==> config.mk <==
export PLATFORM = sky130hd
export DESIGN_NAME = goose_motion_ctrl
export DESIGN_NICKNAME = d
export VERILOG_FILES = /design/src/rtl/goose_pkg.sv /design/src/rtl/goose_btn_req.sv /design/src/rtl/goose_motion_ctrl.sv
export SDC_FILE = /design/constraint.sdc
export NUM_CORES = 1
export LEC_CHECK = 0
export ABC_AREA = 1
export BUFFER_PORTS_ARGS = -buffer_cell sky130_fd_sc_hd__buf_4
export CAP_MARGIN = 40
export CELL_PAD_IN_SITES_DETAIL_PLACEMENT = 1
export CELL_PAD_IN_SITES_GLOBAL_PLACEMENT = 2
export CORE_MARGIN = 2
export CORE_UTILIZATION = 30
export DETAILED_ROUTE_END_ITERATION = 16
export PLACE_DENSITY = 0.86
export SYNTH_ARGS = -nofsm -noshare
export SYNTH_HDL_FRONTEND = slang
export SYNTH_HIERARCHICAL = 1
export SYNTH_SLANG_ARGS = --single-unit
==> constraint.sdc <==
create_clock -name i_clk -period 2.95 [get_ports i_clk]
set_clock_uncertainty 0.15 [all_clocks]
set_input_delay 0.4425 -clock i_clk [delete_from_list [all_inputs] [get_ports i_clk]]
set_output_delay 0.4425 -clock i_clk [all_outputs]
set_load 0.02 [all_outputs]
==> src/rtl/goose_pkg.sv <==
// Shared constants and types for the goose motion sequencer and its neighbours
// (obstacle and collision logic read GROUND_Y from here).
package goose_pkg;

    localparam int GROUND_Y = 380;

    typedef logic [2:0] pose_t;

    localparam pose_t POSE_STAND  = 3'd0;
    localparam pose_t POSE_RUN_A  = 3'd1;
    localparam pose_t POSE_RUN_B  = 3'd2;
    localparam pose_t POSE_JUMP   = 3'd3;
    localparam pose_t POSE_SLIDE  = 3'd4;
    localparam pose_t POSE_DEAD   = 3'd5;

    typedef enum logic [2:0] {
        ST_IDLE  = 3'd0,
        ST_RUN   = 3'd1,
        ST_RISE  = 3'd2,
        ST_HANG  = 3'd3,
        ST_FALL  = 3'd4,
        ST_SLIDE = 3'd5,
        ST_DEAD  = 3'd6
    } state_t;

    function automatic logic is_air(input state_t s);
        return (s == ST_RISE) || (s == ST_HANG) || (s == ST_FALL);
    endfunction

endpackage

==> src/rtl/goose_btn_req.sv <==
// Button request latch: a rising edge of the debounced button sets a sticky
// flag that holds until the sequencer clears it. A new edge beats a clear.
module goose_btn_req (
    input  logic i_clk,
    input  logic i_rst_n,
    input  logic i_btn,
    input  logic i_clr,
    output logic o_req
);

    logic r_prev;
    logic r_req;
    logic w_rise;

    assign w_rise = i_btn & ~r_prev;

    always_ff @(posedge i_clk) begin
        if (!i_rst_n) begin
            r_prev <= 1'b0;
            r_req  <= 1'b0;
        end else begin
            r_prev <= i_btn;
            r_req  <= w_rise | (r_req & ~i_clr);
        end
    end

    assign o_req = r_req;

endmodule

==> src/rtl/goose_motion_ctrl.sv <==
// Per-frame goose pose sequencer: turns jump/slide requests into a motion state,
// a sprite pose and the goose bottom row. Everything advances only on frame_tick.
module goose_motion_ctrl #(
    parameter int Y_W         = 10,
    parameter int GROUND_Y    = goose_pkg::GROUND_Y,
    parameter int JUMP_H      = 96,
    parameter int JUMP_STEP   = 4,
    parameter int HANG_FRAMES = 6,
    parameter int SLIDE_MIN   = 20,
    parameter int ANIM_DIV    = 8
) (
    input  logic           i_clk,
    input  logic           i_rst_n,
    input  logic           i_frame_tick,
    input  logic           i_game_run,
    input  logic           i_game_over,
    input  logic           i_btn_jump,
    input  logic           i_btn_slide,
    output logic [2:0]     o_pose,
    output logic [Y_W-1:0] o_goose_y,
    output logic           o_airborne,
    output logic           o_sliding
);

    import goose_pkg::*;

    localparam int H_W  = $clog2(JUMP_H + 1) + 1;
    localparam int A_W  = $clog2(ANIM_DIV + 1);
    localparam int HF_W = $clog2(HANG_FRAMES + 1);
    localparam int S_W  = $clog2(SLIDE_MIN + 1);

    localparam logic [H_W-1:0]  H_MAX   = H_W'(JUMP_H);
    localparam logic [H_W-1:0]  H_STEP  = H_W'(JUMP_STEP);
    localparam logic [H_W-1:0]  H_STEP2 = H_W'(2 * JUMP_STEP);
    localparam logic [A_W-1:0]  A_LAST  = A_W'(ANIM_DIV - 1);
    localparam logic [HF_W-1:0] HF_LAST = HF_W'(HANG_FRAMES - 1);
    localparam logic [S_W-1:0]  S_LAST  = S_W'(SLIDE_MIN - 1);

    state_t          r_state, w_nstate;
    logic [H_W-1:0]  r_h, w_h;
    logic [A_W-1:0]  r_anim, w_anim;
    logic            r_phase, w_phase;
    logic [HF_W-1:0] r_hang, w_hang;
    logic [S_W-1:0]  r_scnt, w_scnt;
    pose_t           r_pose, w_pose;
    logic [Y_W-1:0]  r_y, w_y;
    logic            r_air, w_air;
    logic            r_sl, w_sl;

    logic            w_jreq, w_sreq, w_clr;
    logic [H_W-1:0]  w_h_up, w_h_dn, w_dec;

    // Every tick consumes or discards pending requests, except the IDLE->RUN
    // start tick, so a press made just before the game starts is not lost.
    assign w_clr = i_frame_tick && !(r_state == ST_IDLE && w_nstate == ST_RUN);

    goose_btn_req u_jreq (
        .i_clk   (i_clk),
        .i_rst_n (i_rst_n),
        .i_btn   (i_btn_jump),
        .i_clr   (w_clr),
        .o_req   (w_jreq)
    );

    goose_btn_req u_sreq (
        .i_clk   (i_clk),
        .i_rst_n (i_rst_n),
        .i_btn   (i_btn_slide),
        .i_clr   (w_clr),
        .o_req   (w_sreq)
    );

    // Saturating height steps; compares are done before the add/subtract so nothing wraps.
    assign w_dec  = i_btn_slide ? H_STEP2 : H_STEP;
    assign w_h_up = (r_h >= H_MAX - H_STEP) ? H_MAX : r_h + H_STEP;
    assign w_h_dn = (r_h <= w_dec) ? '0 : r_h - w_dec;

    always_comb begin
        w_nstate = r_state;
        w_h      = r_h;
        w_anim   = r_anim;
        w_phase  = r_phase;
        w_hang   = r_hang;
        w_scnt   = r_scnt;

        if (i_game_over) begin
            w_nstate = ST_DEAD;
        end else if (r_state == ST_DEAD) begin
            if (!i_game_run) w_nstate = ST_IDLE;
        end else if (r_state == ST_IDLE) begin
            if (i_game_run) begin
                w_nstate = ST_RUN;
                w_anim   = '0;
                w_phase  = 1'b0;
            end
        end else if (!i_game_run) begin
            w_nstate = ST_IDLE;
        end else begin
            case (r_state)
                ST_RUN: begin
                    if (w_jreq) begin
                        w_nstate = ST_RISE;
                    end else if (w_sreq) begin
                        w_nstate = ST_SLIDE;
                        w_scnt   = '0;
                    end else if (r_anim == A_LAST) begin
                        w_anim  = '0;
                        w_phase = ~r_phase;
                    end else begin
                        w_anim = r_anim + 1'b1;
                    end
                end
                ST_RISE: begin
                    w_h = w_h_up;
                    if (w_h_up == H_MAX) begin
                        w_nstate = ST_HANG;
                        w_hang   = '0;
                    end
                end
                ST_HANG: begin
                    if (r_hang == HF_LAST) w_nstate = ST_FALL;
                    else                   w_hang   = r_hang + 1'b1;
                end
                ST_FALL: begin
                    w_h = w_h_dn;
                    if (w_h_dn == '0) begin
                        if (i_btn_slide) begin
                            w_nstate = ST_SLIDE;
                            w_scnt   = '0;
                        end else begin
                            w_nstate = ST_RUN;
                            w_anim   = '0;
                            w_phase  = 1'b0;
                        end
                    end
                end
                ST_SLIDE: begin
                    if (w_jreq) begin
                        w_nstate = ST_RISE;
                    end else if (r_scnt >= S_LAST && !i_btn_slide) begin
                        w_nstate = ST_RUN;
                        w_anim   = '0;
                        w_phase  = 1'b0;
                    end else if (r_scnt < S_LAST) begin
                        w_scnt = r_scnt + 1'b1;
                    end
                end
                default: w_nstate = ST_IDLE;
            endcase
        end

        if (w_nstate == ST_IDLE) w_h = '0;
    end

    // DEAD freezes the sprite in place; only the pose changes.
    always_comb begin
        w_pose = r_pose;
        w_y    = r_y;
        w_air  = r_air;
        w_sl   = r_sl;
        if (w_nstate == ST_DEAD) begin
            w_pose = POSE_DEAD;
        end else begin
            w_y   = Y_W'(GROUND_Y) - Y_W'(w_h);
            w_air = is_air(w_nstate);
            w_sl  = (w_nstate == ST_SLIDE);
            case (w_nstate)
                ST_RUN:                    w_pose = w_phase ? POSE_RUN_B : POSE_RUN_A;
                ST_RISE, ST_HANG, ST_FALL: w_pose = POSE_JUMP;
                ST_SLIDE:                  w_pose = POSE_SLIDE;
                default:                   w_pose = POSE_STAND;
            endcase
        end
    end

    always_ff @(posedge i_clk) begin
        if (!i_rst_n) begin
            r_state <= ST_IDLE;
            r_h     <= '0;
            r_anim  <= '0;
            r_phase <= 1'b0;
            r_hang  <= '0;
            r_scnt  <= '0;
            r_pose  <= POSE_STAND;
            r_y     <= Y_W'(GROUND_Y);
            r_air   <= 1'b0;
            r_sl    <= 1'b0;
        end else if (i_frame_tick) begin
            r_state <= w_nstate;
            r_h     <= w_h;
            r_anim  <= w_anim;
            r_phase <= w_phase;
            r_hang  <= w_hang;
            r_scnt  <= w_scnt;
            r_pose  <= w_pose;
            r_y     <= w_y;
            r_air   <= w_air;
            r_sl    <= w_sl;
        end
    end

    assign o_pose     = r_pose;
    assign o_goose_y  = r_y;
    assign o_airborne = r_air;
    assign o_sliding  = r_sl;

endmodule

# Word-level counts from Yosys, hierarchy flattened
# Cells that the tools add are included.
# word_totals
regBits	43
inputBits	7
out_inout_bits	15
elab_cells	148
# op_classes
add_sub_neg	6
n_lt_le_gt_ge	4
n_eq_ne	30
n_mux	62
bitwise_logic	14
reduce_logical	18
# op_table
cell	count
8-bit 2-to-1 mux	7
3-bit 2-to-1 mux	17
4-bit 2-to-1 mux	11
5-bit 2-to-1 mux	7
3-bit equality test (second input constant)	7
3-bit != test (second input constant)	6
2-bit != test (second input constant)	8
8-bit one-hot mux with 2 select lines	1
3-bit one-hot mux with 5 select lines	1
5-bit one-hot mux with 3 select lines	1
13-bit AND reduction	1
3-bit by 2-bit equality test with 1-bit output (second input constant)	4
1-bit 2-to-1 mux	12
4-bit one-hot mux with 3 select lines	1
11-bit AND reduction	1
9-bit by 8-bit subtractor with 10-bit output (first input constant)	1
3-bit one-hot mux with 3 select lines	1
8-bit by 3-bit adder with 8-bit output (second input constant)	1
8-bit by 7-bit equality test with 1-bit output (second input constant)	1
8-bit by 7-bit greater-or-equal comparator with 1-bit output (second input constant)	1
8-bit by 4-bit less-or-equal comparator with 1-bit output	1
8-bit zero test	1
1-bit NOT	8
8-bit AND reduction	1
23 further kinds	33

# Longest topological paths before layout
# depth
depth_word	17
mapped_depth	25

# Modules after synthesis
# The synthesis kept the hierarchy.
# by_module_without_submodules
mod	n_inst	cells_per_inst	area_per_inst_um2	seq_area_each_um2
goose_motion_ctrl	1	407	2636.3	760.7
goose_btn_req	2	9	68.8	40.0

# Worst setup path after synthesis
# No wires, ideal clock.
# synth_timing
path_type	input -> register
start	input i_btn_slide
end	register r_y[6], in the netlist o_goose_y[6]
arrival_time_ns	2.854
required_ns	2.685
slack_ns	-0.169
stages	24
n_path_buf	1
path_cell_list	inv_1 ha_1 inv_1 fa_1 inv_1 nand2_1 nand2_1 nand2_1 inv_1 o21ai_0 nand3_1 nand2_2 nand3_1 nand2_2 nand2_2 buf_6 nand2_1 ha_1 inv_1 nand4_2 o21ai_0 nand2_1 nand2_1 nand2_1
# synth_via
elab_chain_len	13
elab_cells_between_ends	27
cone_classes	add/sub (2); order compare (1); eq/ne (1); mux (17); bitwise (1); reduce/logical (5)
# synth_rtl
element	line	rtl
from (decl)	goose_motion_ctrl.sv:18	input logic i_btn_slide,
4-bit 2-to-1 mux	goose_motion_ctrl.sv:74	assign w_dec = i_btn_slide ? H_STEP2 : H_STEP;
8-bit by 4-bit subtractor with 8-bit output / 8-bit by 4-bit less-or-equal comparator with 1-bit output (equally long branches)	goose_motion_ctrl.sv:76	assign w_h_dn = (r_h <= w_dec) ? '0 : r_h - w_dec;
8-bit 2-to-1 mux	goose_motion_ctrl.sv:76	
8-bit zero test	goose_motion_ctrl.sv:126	if (w_h_dn == '0) begin
3-bit 2-to-1 mux	goose_motion_ctrl.sv:126	
3-bit one-hot mux with 5 select lines	goose_motion_ctrl.sv:99	case (r_state)
3-bit 2-to-1 mux	goose_motion_ctrl.sv:96	end else if (!i_game_run) begin
3-bit 2-to-1 mux	goose_motion_ctrl.sv:90	end else if (r_state == ST_IDLE) begin
3-bit 2-to-1 mux	goose_motion_ctrl.sv:88	end else if (r_state == ST_DEAD) begin
3-bit 2-to-1 mux	goose_motion_ctrl.sv:86	if (i_game_over) begin
3-bit zero test / 3-bit equality test (equally long branches)	goose_motion_ctrl.sv:152, goose_motion_ctrl.sv:161	
8-bit 2-to-1 mux / 1-bit NOT (equally long branches)	--	
9-bit by 8-bit subtractor with 10-bit output / 2-bit AND reduction (equally long branches)	--	
to (signal assigned)	goose_motion_ctrl.sv:185	r_y <= Y_W'(GROUND_Y);
to (signal assigned)	goose_motion_ctrl.sv:196	r_y <= w_y;
to (decl)	goose_motion_ctrl.sv:46	logic [Y_W-1:0] r_y, w_y;
# Parallel ways exist; a longest one is shown, timed or not.
# A chain may end at the register's enable or synchronous reset.

# Worst setup path after layout
# layout_timing
start	register r_h[2]
end	register r_y[6], in the netlist o_goose_y[6]
# layout_via
elab_chain_len	12
elab_cells_between_ends	26
cone_classes	add/sub (3); order compare (2); eq/ne (2); mux (15); bitwise (1); reduce/logical (3)
# layout_rtl
element	line	rtl
from (decl)	goose_motion_ctrl.sv:40	logic [H_W-1:0] r_h, w_h;
from (signal assigned)	goose_motion_ctrl.sv:190	r_h <= w_h;
8-bit by 3-bit adder with 8-bit output (tied with other cells)	goose_motion_ctrl.sv:75	assign w_h_up = (r_h >= H_MAX - H_STEP) ? H_MAX : r_h + H_STEP;
8-bit 2-to-1 mux (on tied branches)	goose_motion_ctrl.sv:75, goose_motion_ctrl.sv:76	
8-bit by 7-bit equality test with 1-bit output / 8-bit zero test (equally long branches)	goose_motion_ctrl.sv:115, goose_motion_ctrl.sv:126	
3-bit 2-to-1 mux (on tied branches)	goose_motion_ctrl.sv:115, goose_motion_ctrl.sv:126	
3-bit one-hot mux with 5 select lines	goose_motion_ctrl.sv:99	
3-bit 2-to-1 mux	goose_motion_ctrl.sv:96	
3-bit 2-to-1 mux	goose_motion_ctrl.sv:90	
3-bit 2-to-1 mux	goose_motion_ctrl.sv:88	
3-bit 2-to-1 mux	goose_motion_ctrl.sv:86	
3-bit zero test / 3-bit equality test (equally long branches)	goose_motion_ctrl.sv:152, goose_motion_ctrl.sv:161	
8-bit 2-to-1 mux / 1-bit NOT (equally long branches)	--	
9-bit by 8-bit subtractor with 10-bit output / 2-bit AND reduction (equally long branches)	--	
# Parallel ways exist; a longest one is shown, timed or not.

==> results.toml <==
[finish]
fillers = 1196
utilization_pct = 37.1
drive_above_1_share_pct = 21.4
syn_to_final_growth_pct = 21.9
nets = 482
regArea_um2 = 843
antenna_cells = 0
multi_input_area_um2 = 1710

[power_and_ir_drop]
leakage_nw = 1.60
ir_drop_v = 0.000181
power_density_nw_per_um2 = 450

[clock_network]
ctsResizeCount = 0
htreeDepth = 2
clock_latency_ps = 290
cts_made_buffers = 5
tritoncts = "built"
cts_root_buf = "clkbuf_8"
cts.sinks = 42
clk_pin_slew_worst_paths_ps = 90
clock_path_buffers = 2
ctsHoldBuffers = 0
post_cts_buffers = 0

[timing]
setup_violations = 0
max_freq_ghz = 0.361
rsz0062_at_grt = "true"
fin_crit_ps = 2770
fin_crit_sh_pct = 93.8
hold_viol_final = 0
setup_ws_ps = 184
drv_slew = 0
hold_ws_ps = 183

[worst_setup_path]
crit_chain = "inv_4 -> ha_4 -> inv_2 -> fa_2 -> nor2_2 -> nand2_1 -> o21ai_2 -> nand4_1 -> nand2_2 -> a21oi_4 -> nand2_4 -> nand2_1 -> ha_1 -> inv_2 -> nand4_2 -> o21ai_1 -> nand2_1 -> nand2_1 -> nand2_1"
slowest_delay_ps = 450
regToRegSetupSlack_ps = 180
reg2reg_to = "o_goose_y[6]$_SDFFE_PN1P_"
critPathArrivalTime_ps = 2820
rr_worst_depth = 19
crit_required_ps = 3000
slowest_stage = "fa_2"
cp-startpoint = "r_h[2]$_SDFFE_PN0P_"
cpMostUsedCell = "nand2_1"
worstSetupEndpointType = "register"
crit_path_max_fanout = 4
crit_type = "register to register"
r2r_start = "r_h[2]$_SDFFE_PN0P_"
startpoint_type = "register"

[grt]
grt_pass1_wl_mm = 14.1
antenna_found_initial = 0
grt_usage_pct = 17.3
grt_pass1_vias = 3001
grt_max_degree = 28
overflow = 0

[min_path]
min_path_type = "input pin to register"
hold_path_end = "u_jreq/r_prev$_SDFF_PN0_"
min_from = "i_btn_jump"
hold_depth = 3

[job]
maxCapViolations = 0

[placed_design]
preCtsSetupSlack_ps = -209
dp_hpwl_mm = 6.38
io_buffer_count = 20
place_congestion = 0.870

[synth]
ys_top_cells_by_count = "90 x nand2_1, 59 x inv_1, 49 x nor2_1"
synth_cell_types = 47
yosysWarnings = 6
yosysTopAreaCell = "dfxtp_1"
synthTopCellsByArea = "dfxtp_1 30%, nand2_1 12%, inv_1 8.0%"
syn-num-nets = 441
yosys_register_bits = 42
synthCells = 425
synth_seq_area_share_pct = 30.3
synth_edf_count = 0
synth.cell_area_um2 = 2770
yosysTopAreaCellShare_pct = 30.3
synth_most_common_cell = "nand2_1"
synth_ff_type = "dfxtp_1"
synthArstFlopShare_pct = 0
syn_avg_cell_area_um2 = 6.53

[route]
wl_per_cell_um = 14.1
routed_via_density = 5.03
routed_wl_mm = 8.13
drt-pass1-iter-count = 4
drc_errors = 0
via_count = 2910
ant_nets = 0
drtIter0Drc = 103

[die]
die_y_um = 100
fp-row-count = 35
initial_core_util_pct = 30.5
pin_count = 22
die_x_um = 100
die-area_um2 = 10000
core_area_um2 = 9110

[outcome]
outcome = "finished, final reports clean"
-- how the worst max path moves through the flow --
stage and endpoint:
2_1_floorplan o_goose_y[6]$_SDFFE_PN1P_, 3_3_place_gp o_goose_y[7]$_SDFFE_PN0P_, 3_5_place_dp o_goose_y[4]$_SDFFE_PN1P_, 4_1_cts o_goose_y[4]$_SDFFE_PN1P_
5_1_grt o_goose_y[4]$_SDFFE_PN1P_, 6_report o_goose_y[6]$_SDFFE_PN1P_
-- state kept, by name (all words and copies together) (netlist names) --
name and cells:
r_scnt 5, u_jreq/o_req 1, o_goose_y 9, r_state 3, u_jreq/r_prev 1, r_phase 1
r_anim 4, r_hang 3, o_pose 3, u_sreq/o_req 1, o_sliding 1, u_sreq/r_prev 1
o_airborne 1, r_h 8
-- critical path, delay by kind of cell (launching register included) --
| family | cells | cell delay (ps) |
|---|---|---|
| simple gates | 10 | 840 |
| compound gates | 3 | 340 |
| fa+ha+maj | 3 | 790 |
| flops | 1 | 360 |
| buf+inv | 3 | 180 |
-- cells in the final DEF (no fill, tap or decap), types with 5 or more instances in the layout --
| cell | instances |
|---|---|
| nand2_1 | 86 |
| inv_1 | 55 |
| nor2_1 | 45 |
| buf_4 | 43 |
| dfxtp_1 | 40 |
| a21oi_1 | 34 |
| nand3_1 | 31 |
| o21ai_0 | 31 |
| nand2_2 | 10 |
| ha_1 | 6 |
| inv_2 | 5 |
| nor2_2 | 5 |
| nand4_1 | 5 |
| nand3_2 | 5 |
| clkbuf_8 | 5 |
-- per-layer routing --
layer | up-vias | global-route usage, % | share of wire [%]
li1 | 1466 | - | -
met5 | - | 0 | 0
met4 | 0 | 2.63 | 0.68
met1 | 1398 | 22.1 | 47
met3 | 7 | 2.92 | 3.2
met2 | 39 | 30.9 | 49
-- area by class of cell --
cell class	count	area share [%]
repair buffers	43	9.55
multi-input cells	309	50.7
well taps	111	4.11
flip-flops and latches	42	24.9
clock buffers	5	2.04
inverters	65	7.48
clock inverters	3	1.18
-- power breakdown --
| part | switching, W | internal [W] | leakage (nW) |
|---|---|---|---|
| sequential | 0.0000343 | 0.000599 | 0.346 |
| clock | 0.000216 | 0.000250 | 0.0579 |
| combinational | 0.000262 | 0.000162 | 1.19 |
-- cell families (layout without fill, tap and decap cells) --
| logic type | Yosys count | in the layout | synth area share (%) |
|---|---|---|---|
| buffers and inverters | 74 | 116 | 11.0 |
| adders and majority gates | 9 | 9 | 4.33 |
| DFF | 42 | 42 | 30.3 |
| and+or+nand+nor | 207 | 207 | 34.1 |
| xor gates and xnor gates | 4 | 4 | 1.26 |
| other | 1 | 1 | 0.135 |
| AOI/OAI and AO/OA | 88 | 88 | 18.9 |
-- metrics by stage --
| stage | cell area, µm² | TNS, ps | std cells | power [W] |
|---|---|---|---|---|
| finish | 3380 | 0 | 578 | 0.00152 |
| global route | 3380 | -104 | 578 | 0.00162 |
| CTS | 3320 | 0 | 578 | 0.00152 |
| detailed placement | 3210 | -1380 | 570 | 0.00105 |
| global placement | 3210 | -478 | 570 | 0.00104 |
| floorplan | 2810 | 0 | 425 | 0.000904 |
Power figures use the tool's default switching activity.
